--- src/rtl/alu_mul_seq_pkg.sv ---
// Shared definitions for the multiply sequencer: Hack ALU control words and
// the sequencer state encoding.
package alu_mul_seq_pkg;

  // ALU control words, packed as {zx, nx, zy, ny, f, no}.
  localparam logic [5:0] ALU_ZERO      = 6'b101010;
  localparam logic [5:0] ALU_ONE       = 6'b111111;
  localparam logic [5:0] ALU_MINUS_ONE = 6'b111010;
  localparam logic [5:0] ALU_X         = 6'b001100;
  localparam logic [5:0] ALU_Y         = 6'b110000;
  localparam logic [5:0] ALU_NOTX      = 6'b001101;
  localparam logic [5:0] ALU_NOTY      = 6'b110001;
  localparam logic [5:0] ALU_NEG_X     = 6'b001111;
  localparam logic [5:0] ALU_NEG_Y     = 6'b110011;
  localparam logic [5:0] ALU_X_PLUS_1  = 6'b011111;
  localparam logic [5:0] ALU_Y_PLUS_1  = 6'b110111;
  localparam logic [5:0] ALU_X_MINUS_1 = 6'b001110;
  localparam logic [5:0] ALU_Y_MINUS_1 = 6'b110010;
  localparam logic [5:0] ALU_ADD       = 6'b000010;
  localparam logic [5:0] ALU_X_MINUS_Y = 6'b010011;
  localparam logic [5:0] ALU_Y_MINUS_X = 6'b000111;
  localparam logic [5:0] ALU_X_AND_Y   = 6'b000000;
  localparam logic [5:0] ALU_X_OR_Y    = 6'b010101;

  typedef enum logic [2:0] {
    ST_IDLE  = 3'd0,
    ST_CHECK = 3'd1,
    ST_ADD   = 3'd2,
    ST_DBL   = 3'd3,
    ST_DONE  = 3'd4
  } state_t;

endpackage

--- src/rtl/alu_mul_seq_alu.sv ---
// The existing 16-bit Hack-style combinational ALU.
module alu_mul_seq_alu (
  input  logic [15:0] x,
  input  logic [15:0] y,
  input  logic        zx,
  input  logic        nx,
  input  logic        zy,
  input  logic        ny,
  input  logic        f,
  input  logic        no,
  output logic [15:0] out,
  output logic        zr,
  output logic        ng
);

  logic [15:0] x1, x2, y1, y2, fo;

  always_comb begin
    x1  = zx ? 16'h0000 : x;
    x2  = nx ? ~x1 : x1;
    y1  = zy ? 16'h0000 : y;
    y2  = ny ? ~y1 : y1;
    fo  = f ? (x2 + y2) : (x2 & y2);
    out = no ? ~fo : fo;
    zr  = (out == 16'h0000);
    ng  = out[15];
  end

endmodule

--- src/rtl/alu_mul_seq.sv ---
// Sequential shift-and-add 16-bit multiplier; every addition (accumulate and
// multiplicand doubling) is done by the shared ALU in x+y mode.
module alu_mul_seq
  import alu_mul_seq_pkg::*;
#(
  parameter int WIDTH      = 16,
  parameter int EARLY_EXIT = 1
) (
  input  logic             clk,
  input  logic             rst_n,
  input  logic             start,
  input  logic [WIDTH-1:0] a,
  input  logic [WIDTH-1:0] b,
  output logic             busy,
  output logic             done,
  output logic [WIDTH-1:0] product,
  output logic             zr,
  output logic             ng
);

  generate
    if (WIDTH != 16) begin : g_bad_width
      $error("alu_mul_seq: WIDTH must be 16 to match the ALU");
    end
  endgenerate

  state_t      state;
  logic [15:0] acc, mcand, mplier;
  logic [4:0]  count;
  logic [15:0] alu_x, alu_y, alu_out;
  logic        unused_alu_zr, unused_alu_ng;

  // Only the accumulate step adds acc; otherwise the ALU doubles mcand.
  assign alu_x = (state == ST_ADD) ? acc : mcand;
  assign alu_y = mcand;

  alu_mul_seq_alu u_alu (
    .x   (alu_x),
    .y   (alu_y),
    .zx  (ALU_ADD[5]),
    .nx  (ALU_ADD[4]),
    .zy  (ALU_ADD[3]),
    .ny  (ALU_ADD[2]),
    .f   (ALU_ADD[1]),
    .no  (ALU_ADD[0]),
    .out (alu_out),
    .zr  (unused_alu_zr),
    .ng  (unused_alu_ng)
  );

  always_ff @(posedge clk or negedge rst_n) begin
    if (!rst_n) begin
      state   <= ST_IDLE;
      acc     <= '0;
      mcand   <= '0;
      mplier  <= '0;
      count   <= '0;
      product <= '0;
      busy    <= 1'b0;
      done    <= 1'b0;
    end else begin
      done <= 1'b0;
      case (state)
        ST_IDLE: begin
          if (start) begin
            acc    <= '0;
            mcand  <= a;
            mplier <= b;
            count  <= '0;
            busy   <= 1'b1;
            state  <= ST_CHECK;
          end
        end
        ST_CHECK: begin
          if (((EARLY_EXIT != 0) && (mplier == 16'h0000)) || (count == 5'd16)) begin
            done  <= 1'b1;
            state <= ST_DONE;
          end else if (mplier[0]) begin
            state <= ST_ADD;
          end else begin
            state <= ST_DBL;
          end
        end
        ST_ADD: begin
          acc   <= alu_out;
          state <= ST_DBL;
        end
        ST_DBL: begin
          mcand  <= alu_out;
          mplier <= {1'b0, mplier[15:1]};
          count  <= count + 5'd1;
          state  <= ST_CHECK;
        end
        ST_DONE: begin
          product <= acc;
          busy    <= 1'b0;
          state   <= ST_IDLE;
        end
        default: begin
          busy  <= 1'b0;
          state <= ST_IDLE;
        end
      endcase
    end
  end

  assign zr = (product == '0);
  assign ng = product[WIDTH-1];

endmodule

--- config.mk ---
export PLATFORM = sky130hd
export DESIGN_NAME = alu_mul_seq
export DESIGN_NICKNAME = d
export VERILOG_FILES = /design/src/rtl/alu_mul_seq_pkg.sv /design/src/rtl/alu_mul_seq_alu.sv /design/src/rtl/alu_mul_seq.sv
export SDC_FILE = /design/constraint.sdc
export NUM_CORES = 1
export LEC_CHECK = 0
export CAP_MARGIN = 25
export CORE_ASPECT_RATIO = 0.8
export CORE_UTILIZATION = 51
export CTS_BUF_LIST = sky130_fd_sc_hd__clkbuf_8
export DETAILED_ROUTE_END_ITERATION = 8
export PLACE_DENSITY = 0.78
export SYNTH_ARGS = -nofsm -noshare
export SYNTH_HDL_FRONTEND = slang
export SYNTH_SLANG_ARGS = --single-unit
export TNS_END_PERCENT = 20
--- constraint.sdc ---
create_clock -name clk -period 3.3 [get_ports clk]
set_input_delay 0.495 -clock clk [delete_from_list [all_inputs] [get_ports clk]]
set_output_delay 0.495 -clock clk [all_outputs]
set_load 0.005 [all_outputs]
# Yosys cells after proc, flatten, opt, wreduce, memory -nomap -nowiden
# Index checks and enable logic that the tools add are counted.
[word_totals]
ff_bits = 74
word_cells = 44
output_inout_bits = 20
[op_classes]
bitwise_logic = 1
n_reduce_logical = 10
n_eq_ne = 6
muxes = 17
n_addsub = 2
[ops]
columns = ["op", "count"]
rows = [
  ["$pmux W16 S2", 3],
  ["$mux W16", 4],
  ["$logic_not A16 Y1", 2],
  ["$add A16 B16 Y16", 1],
  ["$pmux W3 S4", 1],
  ["$pmux W5 S2", 1],
  ["$eq A3 B2 Y1 const B", 2],
  ["$mux W3", 2],
  ["$reduce_and A2 Y1", 3],
  ["$add A5 B1 Y5 const B", 1],
  ["$eq A5 B5 Y1 const B", 1],
  ["$mux W5", 1],
  ["$mux W1", 4],
  ["$reduce_bool A2 Y1", 2],
  ["$eq A3 B1 Y1 const B", 1],
  ["$eq A3 B3 Y1 const B", 1],
  ["$logic_not A3 Y1", 1],
  ["$reduce_or A3 Y1", 1],
  ["$ne A2 B2 Y1 const B", 1],
  ["$pmux W1 S2", 1],
  ["$logic_or A1 B1 Y1", 1],
  ["$not A1 Y1", 1],
]

# Depth between registers and ports, before layout
[logic_depth]
ltp_word = 4
ltp_mapped = 17
ltp_nobuf = 13

# Hierarchy
# A second synthesis with hierarchy kept.
[hier_totals]
cells_unflattened = 531
hier_area_um2 = 5351.4
[by_module_without_submodules]
columns = ["module", "area_each_um2", "seq_area_each_um2", "cells_per_inst", "n_inst"]
rows = [
  ["alu_mul_seq", 3485.8, 1851.8, 285, 1],
  ["alu_mul_seq_alu", 1865.5, 0.0, 246, 1],
]

# Least setup slack after synthesis
# Ideal clock, no wire load.
[synth_path]
path_kind = "register to register"
from = "reg state[0]"
to = "reg acc[12]"
slack_ns = 0.192
arrival_time_ns = 2.989
synth_period_minus_slack_ns = 3.108
setup_ns = 0.120
path_stages_with_launch = 18
cell_sequence = "dfrtp_1 -> buf_2 -> nor2_1 -> and2_1 -> clkbuf_1 -> buf_2 -> buf_2 -> nand2_1 -> nand2_1 -> ha_1 -> inv_1 -> fa_1 -> nand2b_1 -> a211oi_2 -> o31ai_2 -> a21boi_1 -> o21ai_0 -> a31o_1"
[synth_between]
elab_chain_cells = 4
word_cells_on_any_way = 8
cone_classes = "1 x add/sub; 2 x eq/ne; 2 x mux; 3 x reduce/logical"
[synth_rtl]
columns = ["item", "line_no", "text"]
rows = [
  ["start, declared", "alu_mul_seq.sv:27", "state_t state;"],
  ["start signal, assigned", "alu_mul_seq.sv:53", "state <= ST_IDLE;"],
  ["start signal, assigned", "alu_mul_seq.sv:71", "state <= ST_CHECK;"],
  ["start signal, assigned", "alu_mul_seq.sv:77", "state <= ST_DONE;"],
  ["$eq A3 B2 Y1", "alu_mul_seq.sv:34, alu_mul_seq.sv:63", ""],
  ["$mux W16", "alu_mul_seq.sv:34", "assign alu_x = (state == ST_ADD) ? acc : mcand;"],
  ["$add A16 B16 Y16", "alu_mul_seq_alu.sv:23", "fo = f ? (x2 + y2) : (x2 & y2);"],
  ["$pmux W16 S2", "alu_mul_seq.sv:63", "case (state)"],
  ["end signal, assigned", "alu_mul_seq.sv:85", "acc <= alu_out;"],
  ["end, declared", "alu_mul_seq.sv:28", "logic [15:0] acc, mcand, mplier;"],
]
# Parallel ways exist; a longest one is shown, timed or not.
# A chain may end at the register's enable or synchronous reset.

# Worst setup path after layout
# Same ends and word-level chain as after synthesis.

==> Flow_metrics.wiki <==
{| class="wikitable"
! Metric !! Value
|-
| Category of the critical setup timing path || reg2reg
|-
| Met2 wire len || between 4 and 5 mm
|-
| Simple logic cell fraction of the synthesized area || 21.2%
|-
| Leading register cell type out of synthesis || sky130_fd_sc_hd__dfrtp_1
|-
| Internal Dissipation || around 2500 uW
|-
| CTS Root Buffer Type || sky130_fd_sc_hd__clkbuf_8
|-
| Xor/xnor cell area share of the yosys netlist || approximately 2.3%
|-
| Gate power share || between 40% and 50%
|-
| Slowest CP cell || sky130_fd_sc_hd__dfrtp_1
|-
| Number of detailed-route iterations in the first pass || 5
|-
| DRT Wirelength || 9.65 mm
|-
| Non-filler instance count after layout || approximately 630
|-
| IO Port Bufs || between 50 and 60
|-
| Post-Syn Nets || ~520
|-
| Final setup viols || 0
|-
| Pin count of the biggest net entering global routing || between 50 and 60
|-
| CP startpoint kind || register
|-
| DIE WIDTH || roughly 100 um
|-
| Count of distinct cell types in the synthesized netlist || 46
|-
| Routed wire length per instance || 15.3 um
|-
| Relative contribution of the clock network to total power || around 18%
|-
| Remaining Overflow, GRT || 0
|-
| Final critical-path required period || between 2000 and 3000 ps
|-
| Result of the run || finished, final reports clean
|-
| Core Box Area || between 7000 and 8000 um2
|-
| Average instance area after synthesis || approximately 8.9 um2
|-
| Max_slew headroom || between 30 and 40%
|-
| Slew Limit Fails || 0
|-
| Largest stage delay on the critical path || about 380 ps
|-
| Uppermost layer routed || met4
|-
| Total number of H-tree levels || 3
|-
| Share of synthesized area occupied by flip-flops and latches || around 45%
|-
| Pwr per Cell Area || between 800 and 900 nW/um2
|-
| Final weighted congestion in routability-driven placement || ~0.94
|-
| Dominant combinational cell family by area after synthesis || simple AND/OR/NAND/NOR gates
|-
| Clock-pin slew on the worst setup and hold paths || around 70 ps
|-
| Initial Utilization || 52.4%
|-
| Ant diodes || 0
|-
| HPWL Detailed || approximately 7.1 mm
|-
| Fin crit share || 90.7%
|-
| CTS tree || yes
|-
| Async SR Flop Fraction || 100%
|-
| Pin slew with the least headroom to its limit || ~950 ps
|-
| Hold bufs inserted after CTS || 0
|-
| Buffers from clock root to sink, at most || 2
|-
| Static leakage || around 0.0023 uW
|-
| Via count of the first global-routing pass || 3353
|-
| Unrepaired setup endpoints after global routing || no
|-
| Sinks on the clock net || 74
|-
| Hold Violations, Final || 0
|-
| Detail-routed via count per cell || 5.64
|-
| Filler cell count || between 600 and 700
|-
| Die footprint || about 8500 um2
|-
| Path category of the worst min-delay check || in2async
|-
| Critical path, cell by cell || nor2_1, nand2_1, nand2_1, nand2_1, ha_1, inv_1, fa_1, nand2b_1, a211oi_2, o31ai_2, a21boi_1, or3_1, a31o_1
|-
| Via count || approximately 3500
|-
| Switch share || 39.5%
|-
| Final #Nets || 574
|-
| WL met1 || around 4.5 mm
|-
| Max Clock Skew || roughly 7 ps
|-
| Multiplexer share of the synthesized area || 5.07%
|-
| Signal arrival time at the worst endpoint || 3230 ps
|-
| Skew-Pair Late Insertion Delay || ~350 ps
|-
| Timing-limited maximum frequency || roughly 330 MHz
|-
| Number of instances resized during post-cts repair || 0
|-
| Max-cap violations || 0
|-
| TritonCTS Buffers || 9
|-
| Initial antenna violation count || 0
|-
| Adder-cell area share of the yosys netlist || ~6.5%
|-
| Power share of the sequential group || 33.7%
|-
| Std-Cell Rows || 29
|-
| 1st-iter DRT viols || around 200
|-
| Worst Setup Slack post-DPL || approximately 360 ps
|-
| Remaining design rule violation count || 0
|-
| Crit. End Element || register
|-
| Length of routed met3 wiring || roughly 530 um
|-
| Share of layout cells above drive strength 1 || 10.4%
|-
| DRT antenna net count || 0
|-
| Mapped Cells || ~470
|-
| All-Layer GR Usage || between 20% and 30%
|-
| Max FO, Critical Path || 15
|-
| Dominant cell type by count on the critical path || sky130_fd_sc_hd__nand2_1
|-
| P_sw || 1620 uW
|-
| Req. time, crit path || between 3000 and 4000 ps
|-
| Number of storage elements in the synthesis netlist || 74
|-
| Worst Setup Slack, final || a little over 300 ps
|-
| Global-route wire length before repair || ~16 mm
|-
| Buffers inserted during post-CTS setup optimization || 0
|-
| I/O pin count || 55
|-
| Synth-to-Final Area Change || 21.1%
|-
| Worst ir drop on vdd || about 360 uV
|-
| Accumulated negative setup slack || 0 ps
|-
| Overall die height || about 83 um
|-
| Post-synth design cell area || about 4100 um2
|-
| Instance count after placement with tap cells included || 615
|-
| EDFF count, synth || 0
|-
| Smallest hold slack || 252 ps
|-
| Fraction of the mapped netlist area in compound gates || between 10% and 20%
|-
| Total of warnings raised by yosys || 0
|}
## metrics by stage
step,area [um2],power [uW],utilization [%]
6_report,5020,4110,63.5
5_1_grt,5020,4420,63.5
4_1_cts,5020,4110,63.5
3_5_place_dp,4820,3340,60.9
3_3_place_gp,4820,3280,60.9
2_1_floorplan,4150,2750,-
## cells in the final DEF (no fill, tap or decap), types with 2 or more instances in the layout
| master | instances |
|---|---|
| sky130_fd_sc_hd__a211oi_1 | 2 |
| sky130_fd_sc_hd__a211oi_2 | 2 |
| sky130_fd_sc_hd__a21o_1 | 7 |
| sky130_fd_sc_hd__a21oi_1 | 22 |
| sky130_fd_sc_hd__a22o_1 | 13 |
| sky130_fd_sc_hd__a31o_2 | 2 |
| sky130_fd_sc_hd__a31oi_1 | 29 |
| sky130_fd_sc_hd__and4_1 | 2 |
| sky130_fd_sc_hd__buf_4 | 13 |
| sky130_fd_sc_hd__bufinv_16 | 2 |
| sky130_fd_sc_hd__clkbuf_8 | 10 |
| sky130_fd_sc_hd__clkdlybuf4s50_1 | 53 |
| sky130_fd_sc_hd__dfrtp_1 | 74 |
| sky130_fd_sc_hd__ha_1 | 20 |
| sky130_fd_sc_hd__inv_1 | 9 |
| sky130_fd_sc_hd__mux2_2 | 16 |
| sky130_fd_sc_hd__mux2i_1 | 3 |
| sky130_fd_sc_hd__nand2_1 | 124 |
| sky130_fd_sc_hd__nand2b_1 | 3 |
| sky130_fd_sc_hd__nand3_1 | 2 |
| sky130_fd_sc_hd__nand3b_1 | 3 |
| sky130_fd_sc_hd__nand4_1 | 6 |
| sky130_fd_sc_hd__nor2_1 | 38 |
| sky130_fd_sc_hd__nor3_1 | 3 |
| sky130_fd_sc_hd__nor4_1 | 12 |
| sky130_fd_sc_hd__o21ai_0 | 18 |
| sky130_fd_sc_hd__or3_1 | 2 |
| sky130_fd_sc_hd__xnor2_1 | 6 |
| sky130_fd_sc_hd__xor2_1 | 5 |
## final timing paths
check                               from         end  slack (ps)  depth (start not counted)
worst max register to register  state[0]     acc[12]         310                         13
worst min register to register  count[4]    count[4]         480                          1
worst min-delay path               rst_n        busy         250                          1
max in group asynchronous          rst_n  product[8]        2370                          2
worst max-delay path            state[0]     acc[12]         310                         13
min in group clk                count[4]    count[4]         480                          1
## logic make-up after synthesis
kind of cell    Yosys count
mux                      19
flops                    74
xor+xnor                 11
buf+inv                  35
fa+ha+maj                21
simple gates            201
compound gates          105
## power groups by stage
| stage | sequential (uW) | clock, uW | combinational, uW |
|---|---|---|---|
| after floorplan | 1340 | 0 | 1420 |
| after global placement | 1390 | 0 | 1890 |
| after detailed placement | 1400 | 0 | 1940 |
| after CTS | 1380 | 764 | 1960 |
| after global routing | 1420 | 798 | 2200 |
| final | 1390 | 754 | 1970 |
## synth_stat cells, types with 8 or more instances
cell type | n | area [um2]
sky130_fd_sc_hd__a21oi_1 | 22 | 110
sky130_fd_sc_hd__mux2_2 | 16 | 180
sky130_fd_sc_hd__nor2_1 | 38 | 143
sky130_fd_sc_hd__clkbuf_1 | 15 | 56.3
sky130_fd_sc_hd__o21ai_0 | 18 | 90.1
sky130_fd_sc_hd__a31oi_1 | 29 | 181
sky130_fd_sc_hd__ha_1 | 20 | 250
sky130_fd_sc_hd__a22o_1 | 13 | 114
sky130_fd_sc_hd__buf_2 | 10 | 50.1
sky130_fd_sc_hd__inv_1 | 8 | 30.0
sky130_fd_sc_hd__nand2_1 | 124 | 465
sky130_fd_sc_hd__nor4_1 | 12 | 75.1
sky130_fd_sc_hd__dfrtp_1 | 74 | 1850
## layout make-up
cell class	instances	area (um2)	share of cell area, %
clock buffers	10	138	2.74
multi-input cells	357	2150	42.7
repair buffers	68	653	13.0
inverters	8	30.0	0.598
flip-flops and latches	74	1850	36.9
clock inverters	4	68.8	1.37
well taps	108	135	2.69
## sequential cells by signal (all words and copies together), names as in the netlist
| name | flops |
|---|---|
| mplier | 16 |
| busy | 1 |
| acc | 16 |
| alu_y | 16 |
| done | 1 |
| count | 5 |
| product | 16 |
| state | 3 |
## critical path: cells and delay by family (launching register included)
family                   cells  cell delay (ps)
AND/OR/NAND/NOR              6             1290
AO/OA/AOI/OAI                4              760
adder cells (fa/ha/maj)      2              390
flip-flops                   1              380
buffers and inverters        1               70
## routing by layer
layer / up-vias / global-route usage (%)
met4: 0 / 8.31
met5: - / 0
li1: 1740 / -
met3: 9 / 5.47
met1: 1712 / 33.7
met2: 85 / 39.8
Power figures use the tool's default switching activity.
